**config.mk**
```make
export PLATFORM = sky130hd
export DESIGN_NAME = uart_rx_param
export DESIGN_NICKNAME = d
export VERILOG_FILES = /design/src/rtl/uart_rx_param.sv
export SDC_FILE = /design/constraint.sdc
export NUM_CORES = 1
export LEC_CHECK = 0
export BUFFER_PORTS_ARGS = -buffer_cell sky130_fd_sc_hd__buf_2
export CAP_MARGIN = 25
export CORE_MARGIN = 5
export CORE_UTILIZATION = 56
export CTS_BUF_LIST = sky130_fd_sc_hd__clkbuf_2 sky130_fd_sc_hd__clkbuf_4 sky130_fd_sc_hd__clkbuf_8
export DETAILED_ROUTE_END_ITERATION = 7
export HOLD_SLACK_MARGIN = 0.12
export PLACE_DENSITY_LB_ADDON = 0.12
export SLEW_MARGIN = 20
export SYNTH_ARGS = -nofsm -noshare
export SYNTH_HDL_FRONTEND = slang
export SYNTH_SLANG_ARGS = --single-unit
```
**constraint.sdc**
```tcl
create_clock -name clk -period 2.5 [get_ports clk]
set_input_delay 0 -clock clk [delete_from_list [all_inputs] [get_ports clk]]
set_output_delay 0 -clock clk [all_outputs]
set_load 0.02 [all_outputs]
```
**src/rtl/uart_rx_param.sv**
```systemverilog
// uart_rx_param: oversampled UART receiver with mid-bit sampling, false-start
// rejection, configurable data/stop bits, stop-bit framing check and a
// valid/ready holding register with overrun reporting.
//
// Optional feature macro: UART_RX_PARITY_EN (adds one parity bit after the
// data bits; PARITY_ODD selects odd parity). Without it parity_err is 0.
//
// Ports:
//   clk        system clock
//   srst_n     asynchronous active-low reset
//   rx         serial line, idle high, asynchronous to clk
//   rx_ready   consumer accepts the held word
//   rx_valid   holding register contains a word
//   rx_data    received word (LSB first on the line)
//   frame_err  stop-bit error flag for the current rx_data
//   overrun    one-cycle pulse: a completed word was dropped
//   parity_err parity error flag for the current rx_data
module uart_rx_param #(
   parameter int unsigned DATA_BITS    = 8,
   parameter int unsigned CLKS_PER_BIT = 16,
   parameter int unsigned STOP_BITS    = 1,
   parameter int unsigned PARITY_ODD   = 0
) (
   input  logic                 clk,
   input  logic                 srst_n,
   input  logic                 rx,
   input  logic                 rx_ready,
   output logic                 rx_valid,
   output logic [DATA_BITS-1:0] rx_data,
   output logic                 frame_err,
   output logic                 overrun,
   output logic                 parity_err
);

   localparam int unsigned CW = $clog2(CLKS_PER_BIT);
   localparam int unsigned BW = 4;
   localparam logic [CW-1:0] HALF_LOAD = CW'(CLKS_PER_BIT / 2 - 1);
   localparam logic [CW-1:0] FULL_LOAD = CW'(CLKS_PER_BIT - 1);

   localparam logic [2:0] S_IDLE   = 3'd0;
   localparam logic [2:0] S_START  = 3'd1;
   localparam logic [2:0] S_DATA   = 3'd2;
   localparam logic [2:0] S_PARITY = 3'd3;
   localparam logic [2:0] S_STOP   = 3'd4;
   localparam logic [2:0] S_BREAK  = 3'd5;

   // Elaboration-time parameter legality check
   if (DATA_BITS < 5 || DATA_BITS > 9 || CLKS_PER_BIT < 4 || (CLKS_PER_BIT % 2) != 0 ||
       STOP_BITS < 1 || STOP_BITS > 2 || PARITY_ODD > 1) begin : g_param_check
      $error("uart_rx_param: illegal parameter value");
   end

   logic                 rx_meta, rx_s, rx_prev;
   logic [2:0]           state_q, state_d;
   logic [CW-1:0]        baud_cnt;
   logic [BW-1:0]        bit_cnt;
   logic [DATA_BITS-1:0] shreg;
   logic                 ferr_pend;

   logic start_edge_c, tick_c, last_data_c, last_stop_c, ferr_c, commit_c, perr_c;

   // Two-stage synchroniser plus previous-sample register for edge detect;
   // all reset high so reset release never looks like a start edge
   always_ff @(posedge clk or negedge srst_n) begin
      if (!srst_n) begin
         rx_meta <= 1'b1;
         rx_s    <= 1'b1;
         rx_prev <= 1'b1;
      end else begin
         rx_meta <= rx;
         rx_s    <= rx_meta;
         rx_prev <= rx_s;
      end
   end

   assign start_edge_c = !rx_s && rx_prev;
   assign tick_c       = (baud_cnt == '0);
   assign last_data_c  = (bit_cnt == BW'(DATA_BITS - 1));
   assign last_stop_c  = (bit_cnt == BW'(STOP_BITS - 1));
   assign ferr_c       = ferr_pend | ~rx_s;
   assign commit_c     = (state_q == S_STOP) && tick_c && last_stop_c;

   // State register
   always_ff @(posedge clk or negedge srst_n) begin
      if (!srst_n) state_q <= S_IDLE;
      else         state_q <= state_d;
   end

   // Next-state logic
   always_comb begin
      state_d = state_q;
      case (state_q)
         S_IDLE:   if (start_edge_c) state_d = S_START;
         S_START:  if (tick_c) state_d = rx_s ? S_IDLE : S_DATA;
`ifdef UART_RX_PARITY_EN
         S_DATA:   if (tick_c && last_data_c) state_d = S_PARITY;
`else
         S_DATA:   if (tick_c && last_data_c) state_d = S_STOP;
`endif
         S_PARITY: if (tick_c) state_d = S_STOP;
         S_STOP:   if (tick_c && last_stop_c) state_d = ferr_c ? S_BREAK : S_IDLE;
         S_BREAK:  if (rx_s) state_d = S_IDLE;
         default:  state_d = S_IDLE;
      endcase
   end

`ifdef UART_RX_PARITY_EN
   logic par_bit;

   // Received parity bit, captured mid-bit
   always_ff @(posedge clk or negedge srst_n) begin
      if (!srst_n)                            par_bit <= 1'b0;
      else if (state_q == S_PARITY && tick_c) par_bit <= rx_s;
   end

   assign perr_c = ((^shreg) ^ 1'(PARITY_ODD)) != par_bit;
`else
   assign perr_c = 1'b0;
`endif

   // Baud counter, bit counter, shift register and pending framing error
   always_ff @(posedge clk or negedge srst_n) begin
      if (!srst_n) begin
         baud_cnt  <= '0;
         bit_cnt   <= '0;
         shreg     <= '0;
         ferr_pend <= 1'b0;
      end else begin
         if (state_q == S_IDLE) begin
            if (start_edge_c) baud_cnt <= HALF_LOAD;
         end else if (tick_c) begin
            baud_cnt <= FULL_LOAD;
         end else begin
            baud_cnt <= baud_cnt - CW'(1);
         end

         if (tick_c) begin
            case (state_q)
               S_START: begin
                  bit_cnt   <= '0;
                  ferr_pend <= 1'b0;
               end
               S_DATA: begin
                  shreg   <= {rx_s, shreg[DATA_BITS-1:1]};
                  bit_cnt <= last_data_c ? '0 : bit_cnt + BW'(1);
               end
               S_STOP: begin
                  bit_cnt   <= bit_cnt + BW'(1);
                  ferr_pend <= ferr_c;
               end
               default: ;
            endcase
         end
      end
   end

   // Holding register: a commit loads unless an unaccepted word is held
   always_ff @(posedge clk or negedge srst_n) begin
      if (!srst_n) begin
         rx_valid   <= 1'b0;
         rx_data    <= '0;
         frame_err  <= 1'b0;
         parity_err <= 1'b0;
         overrun    <= 1'b0;
      end else begin
         overrun <= 1'b0;
         if (commit_c) begin
            if (!rx_valid || rx_ready) begin
               rx_valid   <= 1'b1;
               rx_data    <= shreg;
               frame_err  <= ferr_c;
               parity_err <= perr_c;
            end else begin
               overrun <= 1'b1;
            end
         end else if (rx_valid && rx_ready) begin
            rx_valid <= 1'b0;
         end
      end
   end

endmodule
```
==> results.md <==
- Startpoint Class: flip-flop
- Slew Viols, Final: 0
- Crit path kind: reg -> reg
- IO Count: 16
- # nets final: 164
- Clock skew: 0.0156 ns
- Height of the die: 63.3 um
- Die width: 63.3 um
- Largest net degree at the start of global routing: 35
- N_diodes: 0
- Share of layout cells above drive strength 1: 0.310
- CTS tree: yes
- Clock transition at path regs: 0.10 ns
- DRT Wirelength: 2.77 mm
- Cell taking the most area after synthesis: dfrtp_1
- I/O Buffers: 14
- HP Class: in -> async
- Commonest non-fill, non-tap cell in the layout: dfrtp_1
- Crit path required time: 2.71 ns
- Total track usage: 0.161
- Fin crit period: 2.09 ns
- Reg-to-reg slack, setup: 0.41 ns
- Overall Power: 1.42 mW
- EDFF count, synth: 0
- Placer Congestion: 0.806
- Initial DRC Count: 69
- Relative slew margins: 0.518
- R2R cell count: 6
- Critical path peak fanout: 9
- Placed cell areas: 0.00169 mm^2
- Top-area cell type share of the netlist area: 0.487
- Ranking of synthesized cells by area: dfrtp_1, mux2_2, dfstp_2
- Cells after synthesis: 136
- Commonest cells after routing, fill and taps aside: dfrtp_1, mux2_2, buf_2
- Clock sinks: 34
- PwrDens: 798 mW/mm^2
- Die area: 0.00401 mm^2
- Core area: 0.00273 mm^2
- Fin crit share: 0.837
- Slew @ Worst Pin: 0.723 ns
- Dpl cells: 178
- FMAX: 478 MHz
- Pleak: 0.868 nW
- Seq/Total Area, Yosys: 0.537
- Finished Layout Cells: 189
- # H-tree levels: 2
- First-pass GRT wire length: 5.06 mm
- Deepest clock path buffer count: 2
- Design area: 0.00178 mm^2
- Row count: 19
- Top_reg_cell synth: dfrtp_1
- Drt drc: 0
- Antenna viol nets, final: 0
- Final setup viols: 0
- Post-Route Setup TNS: 0 ns
- #FFs+latches synth: 34
- Initial antenna violation count: 0
- RR Endpoint: rx_data[7]$_DFFE_PN0P_
- Yosys warns: 0
- Mapped Area: 0.00159 mm^2
- WL/cell: 14.6 um
- Final hold slack: 0.249 ns
- Max cap viols: 0
- Status: complete, no violations
- RSZ-0062 raised after global routing: false
- Netlist cell types: 42
- Num CTS Buffers: 5
- Max VDD drop: 599 uV
- Reg2reg start: baud_cnt[0]$_DFFE_PN0P_
- Clk_lat worst skew: 0.33 ns
- Vias per inst: 5.78
- Via count: 1092
- Drt pass-1 iters: 4
- Net Count, Synth: 143
- Async SR Flop Fraction: 1.00
- Number of global-route vias before repair: 1097
- Root buffer selected by CTS: clkbuf_4
- Mapped Avg Cell Area: 11.7 um^2
- Area Growth Syn to Fin: 11.9%
- Starting Density: 0.583
- Hold Violations, Final: 0
- Post-DP HPWL: 1.94 mm
- Gr ovfl total: 0
- CP arrival: 2.31 ns
- CP endpoint kind: flip-flop
how the worst max path moves through the flow:
stage	start	endpoint	slack [ns]	cells past startpoint
floorplan	baud_cnt[0]$_DFFE_PN0P_	bit_cnt[2]$_DFFE_PN0P_	0.61	7
global placement	baud_cnt[0]$_DFFE_PN0P_	rx_data[6]$_DFFE_PN0P_	0.49	6
detailed placement	baud_cnt[0]$_DFFE_PN0P_	rx_data[3]$_DFFE_PN0P_	0.42	6
CTS	baud_cnt[0]$_DFFE_PN0P_	rx_data[7]$_DFFE_PN0P_	0.40	6
global route	baud_cnt[0]$_DFFE_PN0P_	rx_data[7]$_DFFE_PN0P_	0.27	6
finish	baud_cnt[0]$_DFFE_PN0P_	rx_data[7]$_DFFE_PN0P_	0.41	6
critical path: stages (launching register included):
cell,delay [ns]
dfrtp_1,0.43
inv_1,0.08
ha_1,0.20
or3b_1,0.54
nor2_8,0.20
nand4_4,0.20
mux2_2,0.32
stage by stage:
stage / setup WS (ns) / utilization
after global placement: 0.491 / 0.616
after detailed placement: 0.418 / 0.616
final: 0.406 / 0.652
after floorplan: 0.611 / -
after CTS: 0.398 / 0.652
after global routing: 0.273 / 0.652
cells by family (layout without fill, tap and decap cells):
family          count (synthesis)  in the layout  synth area share
buf+inv                        11             33            0.0338
mux                            18             18             0.127
fa+ha+maj                       3              3            0.0236
compound gates                 26             26             0.110
xor+xnor                        1              1           0.00550
simple gates                   42             42             0.161
flops                          34             34             0.537
other cells                     1              1           0.00235
repair_timing:
item / 4_1_cts / 5_1_grt
hold endpoints to repair: 35 / 0
resized for setup: 0 / 0
setup buffers: 0 / 0
endpoints found under the setup margin: 0 / 0
hold buffers: 3 / 0
state kept, by name, indices dropped and copies added (netlist names), 3 cells and up:
register	count
state_q	3
rx_data	8
bit_cnt	4
baud_cnt	4
shreg	8
cells in the mapped netlist (2+ instances only):
cell type	instances
dfrtp_1	31
mux2_2	18
nand2b_1	4
nand3_1	4
nor2_1	4
nor3b_1	3
dfstp_2	3
o211ai_1	2
clkbuf_1	2
nor4_1	2
o21ai_0	6
nand2_1	9
nor3_1	5
a21oi_1	6
ha_1	3
nor2b_1	3
inv_1	6
cell type report:
cell class                 instances  area, um^2
fill                             210         952
sequential                        34         855
multi-input combinational         91         684
timing repair buffer              19         115
clock buffer                       8        66.3
tap                               31        38.8
inverter                           6        22.5
report_power, final:
part	switching [mW]	internal, mW
Sequential	0.123	0.622
Clock	0.170	0.160
Combinational	0.193	0.154
Total	0.485	0.937
layer usage:
metal,share of wire,vias up,track usage,wire length [um]
li1,-,534,-,-
met1,0.44,518,0.216,1210
met2,0.48,34,0.235,1330
met3,0.064,6,0.0604,178
met4,0.017,0,0.0623,48
met5,0,-,0,0
Note: power is estimated with default switching activity, not from simulation.
